`src/rtl/sqr_sgn_arb_pkg.sv`:
```
// Shared types and helpers for the shared signed-squarer arbiter.
//   speed_e         : squarer implementation choice (SLOW / FAST)
//   sqr_arb_slot_e  : occupancy state of the response register
//   id_w()          : requester-ID width, never less than 1 bit
package lau_pkg;

  typedef enum logic {
    SLOW = 1'b0,
    FAST = 1'b1
  } speed_e;

  typedef enum logic {
    EMPTY = 1'b0,
    FULL  = 1'b1
  } sqr_arb_slot_e;

  function automatic int id_w(input int n);
    return (n < 2) ? 1 : $clog2(n);
  endfunction

endpackage

```
`src/rtl/sqr_sgn_arb_rr_arb.sv`:
```
// Round-robin grant generator.
//   req   : request vector
//   ptr   : search start index (0..N-1)
//   en    : allow a grant this cycle
//   grant : one-hot grant (zero when !en or no request)
//   idx   : index of the selected requester (valid when any=1)
//   any   : at least one request present
// The lowest request at or above ptr wins; otherwise the search wraps to
// the lowest request overall.
module rr_arb #(
  parameter int N  = 4,
  parameter int IW = 2
) (
  input  logic [N-1:0]  req,
  input  logic [IW-1:0] ptr,
  input  logic          en,
  output logic [N-1:0]  grant,
  output logic [IW-1:0] idx,
  output logic          any
);

  logic [N-1:0] ge_mask;
  logic [N-1:0] hi_req;
  logic [N-1:0] sel_vec;

  for (genvar gi = 0; gi < N; gi++) begin : g_mask
    assign ge_mask[gi] = (gi >= int'(ptr));
  end

  assign hi_req  = req & ge_mask;
  assign any     = |req;
  assign sel_vec = (|hi_req) ? hi_req : req;

  always_comb begin
    idx = '0;
    // Descending scan so the lowest set bit is the last one written.
    for (int i = N - 1; i >= 0; i--) begin
      if (sel_vec[i]) idx = IW'(i);
    end
  end

  always_comb begin
    grant = '0;
    if (en && any) grant[idx] = 1'b1;
  end

endmodule

```
`src/rtl/sqr_sgn_arb_sqr.sv`:
```
// Combinational signed squarer, p = x*x, exact in 2*width bits.
//   x : signed operand, width bits
//   p : square, 2*width bits (always non-negative)
// speed selects a direct signed multiply (FAST) or a magnitude-squared
// form (SLOW) that maps onto a narrower unsigned multiplier.
module lau_sqr_sgn
  import lau_pkg::*;
#(
  parameter int     width = 8,
  parameter speed_e speed = FAST
) (
  input  logic [width-1:0]   x,
  output logic [2*width-1:0] p
);

  if (speed == FAST) begin : g_fast
    logic signed [2*width-1:0] sx;
    assign sx = {{width{x[width-1]}}, x};
    assign p  = $unsigned(sx * sx);
  end else begin : g_slow
    // |x| fits in width unsigned bits, including |-2^(width-1)|.
    logic [width-1:0]   mag;
    logic [2*width-1:0] mag_ext;
    assign mag     = x[width-1] ? (~x + 1'b1) : x;
    assign mag_ext = {{width{1'b0}}, mag};
    assign p       = mag_ext * mag_ext;
  end

endmodule

```
`src/rtl/sqr_sgn_arb.sv`:
```
// Shared signed squarer with round-robin arbitration among numReq clients.
//   CLK, RST           : clock, asynchronous active-high reset
//   ReqValid/ReqReady  : per-requester operand handshake (ReqReady one-hot/0)
//   ReqX               : operands, requester i at [i*width +: width]
//   RspValid/RspReady  : registered result handshake
//   RspP, RspId        : signed square and requester index of the result
//   Busy               : some stage holds valid data
//   DoneCnt            : completed response handshakes, wraps at 16 bits
// Optional macro SQR_SGN_ARB_PIPE_EN inserts a stage-1 operand register
// ahead of the squarer (latency 2 instead of 1, same throughput).
module sqr_sgn_arb
  import lau_pkg::*;
#(
  parameter int     width  = 8,
  parameter int     numReq = 4,
  parameter speed_e speed  = FAST,
  localparam int    idW    = id_w(numReq)
) (
  input  logic                    CLK,
  input  logic                    RST,
  input  logic [numReq-1:0]       ReqValid,
  output logic [numReq-1:0]       ReqReady,
  input  logic [numReq*width-1:0] ReqX,
  output logic                    RspValid,
  input  logic                    RspReady,
  output logic [2*width-1:0]      RspP,
  output logic [idW-1:0]          RspId,
  output logic                    Busy,
  output logic [15:0]             DoneCnt
);

  sqr_arb_slot_e      slot_q, slot_d;
  logic [2*width-1:0] rsp_p_q, rsp_p_d;
  logic [idW-1:0]     rsp_id_q, rsp_id_d;
  logic [idW-1:0]     ptr_q, ptr_d;
  logic [15:0]        done_cnt_q, done_cnt_d;

  logic [numReq-1:0]  arb_grant;
  logic [idW-1:0]     arb_idx;
  logic               arb_any;
  logic               arb_en;
  logic               accept;
  logic               drain;
  logic               out_free;
  logic               can_accept;
  logic               load;
  logic [idW-1:0]     load_id;
  logic [width-1:0]   sel_x;
  logic [width-1:0]   sq_x;
  logic [2*width-1:0] sq_p;
  logic               stage_busy;

  assign drain    = (slot_q == FULL) && RspReady;
  assign out_free = (slot_q == EMPTY) || drain;

  // Grants are suppressed while reset is held so ReqReady reads 0.
  assign arb_en = can_accept && !RST;
  assign accept = arb_en && arb_any;

  rr_arb #(
    .N  (numReq),
    .IW (idW)
  ) u_rr_arb (
    .req   (ReqValid),
    .ptr   (ptr_q),
    .en    (arb_en),
    .grant (arb_grant),
    .idx   (arb_idx),
    .any   (arb_any)
  );

  assign ReqReady = arb_grant;

  always_comb begin
    sel_x = '0;
    for (int i = 0; i < numReq; i++) begin
      if (arb_idx == idW'(i)) sel_x = ReqX[i*width +: width];
    end
  end

`ifdef SQR_SGN_ARB_PIPE_EN
  logic               s1_valid_q, s1_valid_d;
  logic [width-1:0]   s1_x_q, s1_x_d;
  logic [idW-1:0]     s1_id_q, s1_id_d;
  logic               s1_adv;

  assign s1_adv     = s1_valid_q && out_free;
  assign can_accept = !s1_valid_q || s1_adv;
  assign sq_x       = s1_x_q;
  assign load       = s1_adv;
  assign load_id    = s1_id_q;
  assign stage_busy = s1_valid_q;

  always_comb begin
    s1_valid_d = s1_valid_q;
    s1_x_d     = s1_x_q;
    s1_id_d    = s1_id_q;
    if (accept) begin
      s1_valid_d = 1'b1;
      s1_x_d     = sel_x;
      s1_id_d    = arb_idx;
    end else if (s1_adv) begin
      s1_valid_d = 1'b0;
    end
  end

  always_ff @(posedge CLK or posedge RST) begin
    if (RST) begin
      s1_valid_q <= 1'b0;
      s1_x_q     <= '0;
      s1_id_q    <= '0;
    end else begin
      s1_valid_q <= s1_valid_d;
      s1_x_q     <= s1_x_d;
      s1_id_q    <= s1_id_d;
    end
  end
`else
  assign can_accept = out_free;
  assign sq_x       = sel_x;
  assign load       = accept;
  assign load_id    = arb_idx;
  assign stage_busy = 1'b0;
`endif

  lau_sqr_sgn #(
    .width (width),
    .speed (speed)
  ) u_sqr (
    .x (sq_x),
    .p (sq_p)
  );

  always_comb begin
    slot_d     = slot_q;
    rsp_p_d    = rsp_p_q;
    rsp_id_d   = rsp_id_q;
    ptr_d      = ptr_q;
    done_cnt_d = done_cnt_q + 16'(drain);
    // A load can only happen when the slot is empty or draining, so
    // loading covers both EMPTY->FULL and the no-bubble FULL->FULL refill.
    if (load) begin
      slot_d   = FULL;
      rsp_p_d  = sq_p;
      rsp_id_d = load_id;
    end else if (drain) begin
      slot_d = EMPTY;
    end
    if (accept) begin
      ptr_d = (arb_idx == idW'(numReq - 1)) ? '0 : arb_idx + 1'b1;
    end
  end

  always_ff @(posedge CLK or posedge RST) begin
    if (RST) begin
      slot_q     <= EMPTY;
      rsp_p_q    <= '0;
      rsp_id_q   <= '0;
      ptr_q      <= '0;
      done_cnt_q <= '0;
    end else begin
      slot_q     <= slot_d;
      rsp_p_q    <= rsp_p_d;
      rsp_id_q   <= rsp_id_d;
      ptr_q      <= ptr_d;
      done_cnt_q <= done_cnt_d;
    end
  end

  assign RspValid = (slot_q == FULL);
  assign RspP     = rsp_p_q;
  assign RspId    = rsp_id_q;
  assign Busy     = RspValid || stage_busy;
  assign DoneCnt  = done_cnt_q;

endmodule

```
`config.mk`:
```
export PLATFORM = sky130hd
export DESIGN_NAME = sqr_sgn_arb
export DESIGN_NICKNAME = d
export VERILOG_FILES = /design/src/rtl/sqr_sgn_arb_pkg.sv /design/src/rtl/sqr_sgn_arb_rr_arb.sv /design/src/rtl/sqr_sgn_arb_sqr.sv /design/src/rtl/sqr_sgn_arb.sv
export SDC_FILE = /design/constraint.sdc
export NUM_CORES = 1
export LEC_CHECK = 0
export CORE_MARGIN = 2
export CORE_UTILIZATION = 57
export CTS_CLUSTER_DIAMETER = 120
export DETAILED_ROUTE_END_ITERATION = 7
export PLACE_DENSITY = 0.9
export SETUP_SLACK_MARGIN = 0.3
export SLEW_MARGIN = 20
export SYNTH_ARGS = -nofsm -noshare
export SYNTH_HDL_FRONTEND = slang
export SYNTH_SLANG_ARGS = --single-unit
```
`constraint.sdc`:
```
create_clock -name CLK -period 10.3 [get_ports CLK]
set_input_delay 1.03 -clock CLK [delete_from_list [all_inputs] [get_ports CLK]]
set_output_delay 1.03 -clock CLK [all_outputs]
set_load 0.03 [all_outputs]
```
* Word level (Yosys, flattened, before mapping)
Cells that the tools add are included.
** Word-level totals
- Register bits :: 37
- Bits in latches :: 0
- RAM bits :: 0
- Bits in read-only memories :: 0
- Input port bits :: 39
- Output and inout port bits :: 40
- Logic and storage cells :: 43
- Memories kept :: 0
** Operators by class
- Add/sub/neg operators :: 2
- Multipliers :: 1
- Divide/modulo/power cells :: 0
- Order comparisons :: 5
- Eq/ne operators :: 3
- Shift-type cells :: 0
- Muxes and demuxes :: 15
- Bitwise operators :: 2
- Reduce and logical (&&, ||, !) cells :: 10
** Operators with widths (count)
- $mux 8 :: 4
- $add 16x1->16 :: 1
- $mul 8x8->16 :: 1
- $mux 2 :: 5
- $mux 4 :: 2
- $reduce_or 4->1 :: 2
- $and 4x4->4 :: 1
- $eq 2x2->1 const B :: 2
- $ge 1x2->1 const A :: 2
- $logic_and 1x1->1 :: 4
- $lt 2x3->1 const B :: 1
- $mux 1 :: 3
- $add 2x1->2 const B :: 1
- $demux 1 s2 :: 1
- $eq 2x1->1 const B :: 1
- $ge 2x1->1 const B :: 1
- $ge 2x2->1 const A :: 1
- $logic_not 2->1 :: 1
- $reduce_bool 2->1 :: 1
- $logic_not 1->1 :: 1
- $logic_or 1x1->1 :: 1
- $not 1->1 :: 1

* Logic depth before layout (Yosys ltp)
- Word-level depth :: 14
- Gate-level depth with buffers :: 28
- Mapped depth without buffers :: 27

* Hierarchy
A second synthesis with hierarchy kept.
** Unflattened totals
- Cell total of the unflattened synthesis :: 429
- Area, all modules :: 4130.2 um2
** Modules (own cells, without submodules)
- lau_sqr_sgn :: instances 1, cells each 256, area an instance 2150.8 um2, seq. area each 0.0 um2
- sqr_sgn_arb :: instances 1, cells each 156, area an instance 1861.8 um2, seq. area each 925.9 um2
- rr_arb :: instances 1, cells each 17, area an instance 117.6 um2, seq. area each 0.0 um2

* Least setup slack after synthesis
No wires, ideal clock.
- Kind :: in2reg
- Start :: input port ReqValid[2]
- End :: register rsp_p_q[15] (netlist: RspP[15])
- Library setup time :: 82 ps
- Data arrival time :: 6324 ps
- Required time :: 10218 ps
- Path slack :: 3894 ps
- Cell stages on the path :: 24
- Buffers on the path :: 1
- Cell sequence :: mux2i_1 -> nor2_1 -> nor3_1 -> inv_1 -> ha_1 -> buf_2 -> a221oi_1 -> nor3_1 -> a21oi_2 -> inv_1 -> and2_1 -> fa_1 -> fa_1 -> fa_1 -> inv_1 -> fa_1 -> inv_1 -> ha_1 -> a21oi_1 -> o21ai_1 -> o2111ai_1 -> a31oi_1 -> or3_1 -> a31oi_1
** On the way
- Longest elaborated chain between the ends :: 13
- Elaborated cells on any way between the ends :: 18
- Classes of those cells :: 1 x mul; 3 x eq/ne; 9 x mux; 1 x bitwise; 4 x reduce/logical
** Ends and longest elaborated chain
- start, declared :: RTL line sqr_sgn_arb.sv:21 : input logic [numReq-1:0] ReqValid,
- $and 4x4->4 :: RTL line sqr_sgn_arb_rr_arb.sv:30 : assign hi_req = req & ge_mask;
- $reduce_or 4->1 :: RTL line sqr_sgn_arb_rr_arb.sv:32 : assign sel_vec = (|hi_req) ? hi_req : req;
- $mux 4 (*) :: RTL line sqr_sgn_arb_rr_arb.sv:32
- $mux 2 (3 in series) :: RTL line sqr_sgn_arb_rr_arb.sv:38 : if (sel_vec[i]) idx = IW'(i);
- $mux 2 (*) :: RTL line sqr_sgn_arb_rr_arb.sv:38
- via arb_idx[0] :: RTL line sqr_sgn_arb.sv:39 : logic [idW-1:0] arb_idx;
- $logic_not 2->1 :: RTL line sqr_sgn_arb.sv:77 : if (arb_idx == idW'(i)) sel_x = ReqX[i*width +: width];
- $mux 8 (3 in series) :: RTL line sqr_sgn_arb.sv:77
- $mux 8 (*) :: RTL line sqr_sgn_arb.sv:77
- $mul 8x8->16 (*) :: RTL line sqr_sgn_arb_sqr.sv:19 : assign p = $unsigned(sx * sx);
- end signal, assigned :: RTL line sqr_sgn_arb.sv:163 : rsp_p_q <= rsp_p_d;
- end, declared :: RTL line sqr_sgn_arb.sv:33 : logic [2*width-1:0] rsp_p_q, rsp_p_d;
Mark *: on every way through the listed nets, which the timed path passes. The rest lies on a longest branch.
A chain may end at the register's enable or synchronous reset.

* Final worst setup path
- Start :: input port ReqValid[0]
- End :: register rsp_p_q[15] (netlist: RspP[15])
** On the way
- Longest elaborated chain between the ends :: 13
- Elaborated cells on any way between the ends :: 18
- Classes of those cells :: 1 x mul; 3 x eq/ne; 9 x mux; 1 x bitwise; 4 x reduce/logical
** Ends and longest elaborated chain (RTL line)
- $and 4x4->4 :: sqr_sgn_arb_rr_arb.sv:30
- $reduce_or 4->1 :: sqr_sgn_arb_rr_arb.sv:32
- $mux 4 :: sqr_sgn_arb_rr_arb.sv:32
- $mux 2 (4 in series) :: sqr_sgn_arb_rr_arb.sv:38
- $logic_not 2->1 :: sqr_sgn_arb.sv:77
- $mux 8 (4 in series) :: sqr_sgn_arb.sv:77
- $mul 8x8->16 :: sqr_sgn_arb_sqr.sv:19
Parallel ways exist; a longest one is shown, timed or not.

==> impl_metrics.ini <==
[floorplanning]
dieArea_sq_mm = 0.00757
num_rows = 30
core_sq_mm = 0.00672
initial_core_util_pct = 58.5
ioPinCount = 79
die_h_um = 87.0
die_width_um = 87.0

[logic_synthesis]
synth_seq_cells = 36
synth_nets = 557
synthCells = 439
ys_warn_count = 0
ys_types = 44
yosysMostFrequentCell = inv_1
yosysSeqAreaShare_pct = 22.9
synth_commonest_cells = inv_1, nand2_1, fa_1
synth-async-reset-ratio_pct = 100
ys.flop_type = dfrtp_1
synth-edff-count = 0
synth_top_area_cell = dfrtp_1
synth_top_area_share_pct = 22.9
syn_area_sq_mm = 0.00393
synth_area_leaders = dfrtp_1, fa_1, ha_1, inv_1, nand2_1
avgSynthCellArea_sq_um = 8.95

[grt]
grt_usage_pct = 24.6
grt_pass1_vias = 3313
grt_max_degree = 38
antenna_found_initial = 0
overflow = 0
grt_pass1_wl_um = 14800

[critical_path]
path_class = in -> reg
critPathRequiredTime_ns = 10.51
slowest_delay_ns = 0.69
r2r-start = ptr_q[1]
critPathLaunch = ReqValid[0]
crit_arrival_ns = 7.82
slowest_stage = a21oi_1
worstSetupStartpointType = input port
end_kind = flop
crit_fanout = 17

[final_layout]
postLayoutCellArea_sq_mm = 0.00483
final_layout_size_suffix_gt1_share_pct = 3.14
multi_input_area_sq_mm = 0.00267
area_growth_pct = 22.9
fin_nets = 628
n_fill_cell = 495
seqCellArea_sq_um = 901
antennaDiodeCount = 0

[clock_network]
htree_num_levels = 2
post_cts_buffers = 0
cts-root-buf = clkbuf_8
cts_resized = 0
cts_tree = built
clk_latency_ns = 0.28
clk_pin_slew_ns = 0.06
cts_inserted_buffers = 5
cts_hold_buf = 0
clock-sinks = 36
clk_path_buf_depth = 2

[routing]
antenna_left = 0
drc = 0
wire_per_inst_um = 14.4
vias = 3201
viasPerCell = 5.43
wl_um = 8520
drtIter0Drc = 180
firstDrtPassIters = 4

[timing]
fin_crit_ns = 7.62
max_slew_margin_pct = 35.8
whs_ns = 0.483
fin_tns_setup_ns = 0
timing.fmax_ghz = 0.131
skew_ns = 0.00337
finalMaxSlewViolations = 0
hold_viol = 0
post-route-period-util_pct = 74.0
worstMarginPinSlew_ns = 0.963
rsz0062_at_grt = false
finalSetupViolations = 0

[place]
dp_hpwl_um = 7160
numPortBuffers = 77
gp_congestion = 0.875
placed_cell_area_sq_mm = 0.00473

[run]
drv_cap = 0

[status]
status = complete, no violations

[worst_hold_path]
holdCritPathClass = reg -> reg
min_from = RspP[13]
[area by class of cell]
class | count | share of cell area (%)
Tap cell | 80 | 2.07
Timing Repair Buffer | 78 | 16.1
Clock buffer | 7 | 2.00
Inverter | 76 | 5.91
Multi-Input combinational cell | 313 | 55.2
Sequential cell | 36 | 18.7
[logic make-up after synthesis]
logic type,share of synthesized area (%)
AO/OA/AOI/OAI,11.6
XOR/XNOR,6.91
adder cells (fa/ha/maj),33.4
buffers and inverters,9.17
flip-flops,22.9
multiplexers,0.255
other,0.0955
AND/OR/NAND/NOR,15.6
[per-layer routing]
metal,part of all wire (%),track usage (%)
met5,0,0
met4,2.4,9.52
met3,4.5,2.46
met2,52,43.7
met1,41,30.7
[critical path: cells and delay by family]
family / cells / cell delay (ns)
buffers and inverters: 5 / 0.84
AO/OA/AOI/OAI: 11 / 2.28
adder cells (fa/ha/maj): 6 / 2.86
AND/OR/NAND/NOR: 4 / 0.80
[sequential cells by signal, summed over array words and instances (netlist names)]
signal,cells
Busy,1
RspP,15
RspId,2
ptr_q,2
DoneCnt,16
[stage by stage]
step,setup WS (ns),instances,utilization [%]
floorplan,3.89,439,-
global placement,2.69,583,70.4
detailed placement,2.42,583,70.4
CTS,2.71,590,71.8
global route,2.08,590,71.8
finish,2.68,590,71.8
[path summary, 6_finish.rpt]
path / to / slack, ns / depth (start not counted)
hold reg to reg: RspP[13] / 0.48 / 2
min in group asynchronous: DoneCnt[5] / 1.16 / 3
setup / recovery: RspP[15] / 2.68 / 26
hold / removal: RspP[13] / 0.48 / 2
max in group asynchronous: RspP[8] / 8.83 / 3
setup reg to reg: RspP[15] / 3.43 / 25
[cells in the final DEF, fill, tap and decap left out, drive strengths merged, types with 2 or more instances in the layout]
| master | synthesis | routed |
|---|---|---|
| o21ai | 15 | 15 |
| nand2 | 45 | 45 |
| nor2b | 15 | 15 |
| xor2 | 12 | 12 |
| o2111ai | 2 | 2 |
| clkbuf | 4 | 7 |
| ha | 36 | 36 |
| nand3b | 2 | 2 |
| a211oi | 2 | 2 |
| a21oi | 21 | 21 |
| xnor2 | 19 | 19 |
| a21boi | 2 | 2 |
| o31ai | 3 | 3 |
| or3 | 2 | 2 |
| dfrtp | 36 | 36 |
| clkdlybuf4s50 | 0 | 77 |
| nand2b | 4 | 4 |
| a221oi | 6 | 6 |
| o21a | 3 | 3 |
| and2 | 7 | 7 |
| fa | 43 | 43 |
| nand3 | 8 | 8 |
| inv | 76 | 76 |
| a31oi | 4 | 4 |
| and3 | 2 | 2 |
| nand4 | 2 | 2 |
| nor3 | 9 | 9 |
| nor2 | 35 | 35 |
| a21o | 5 | 5 |
Power is not shown: default switching activity piles up to over one toggle a cycle in this logic, so the estimate is an artifact.
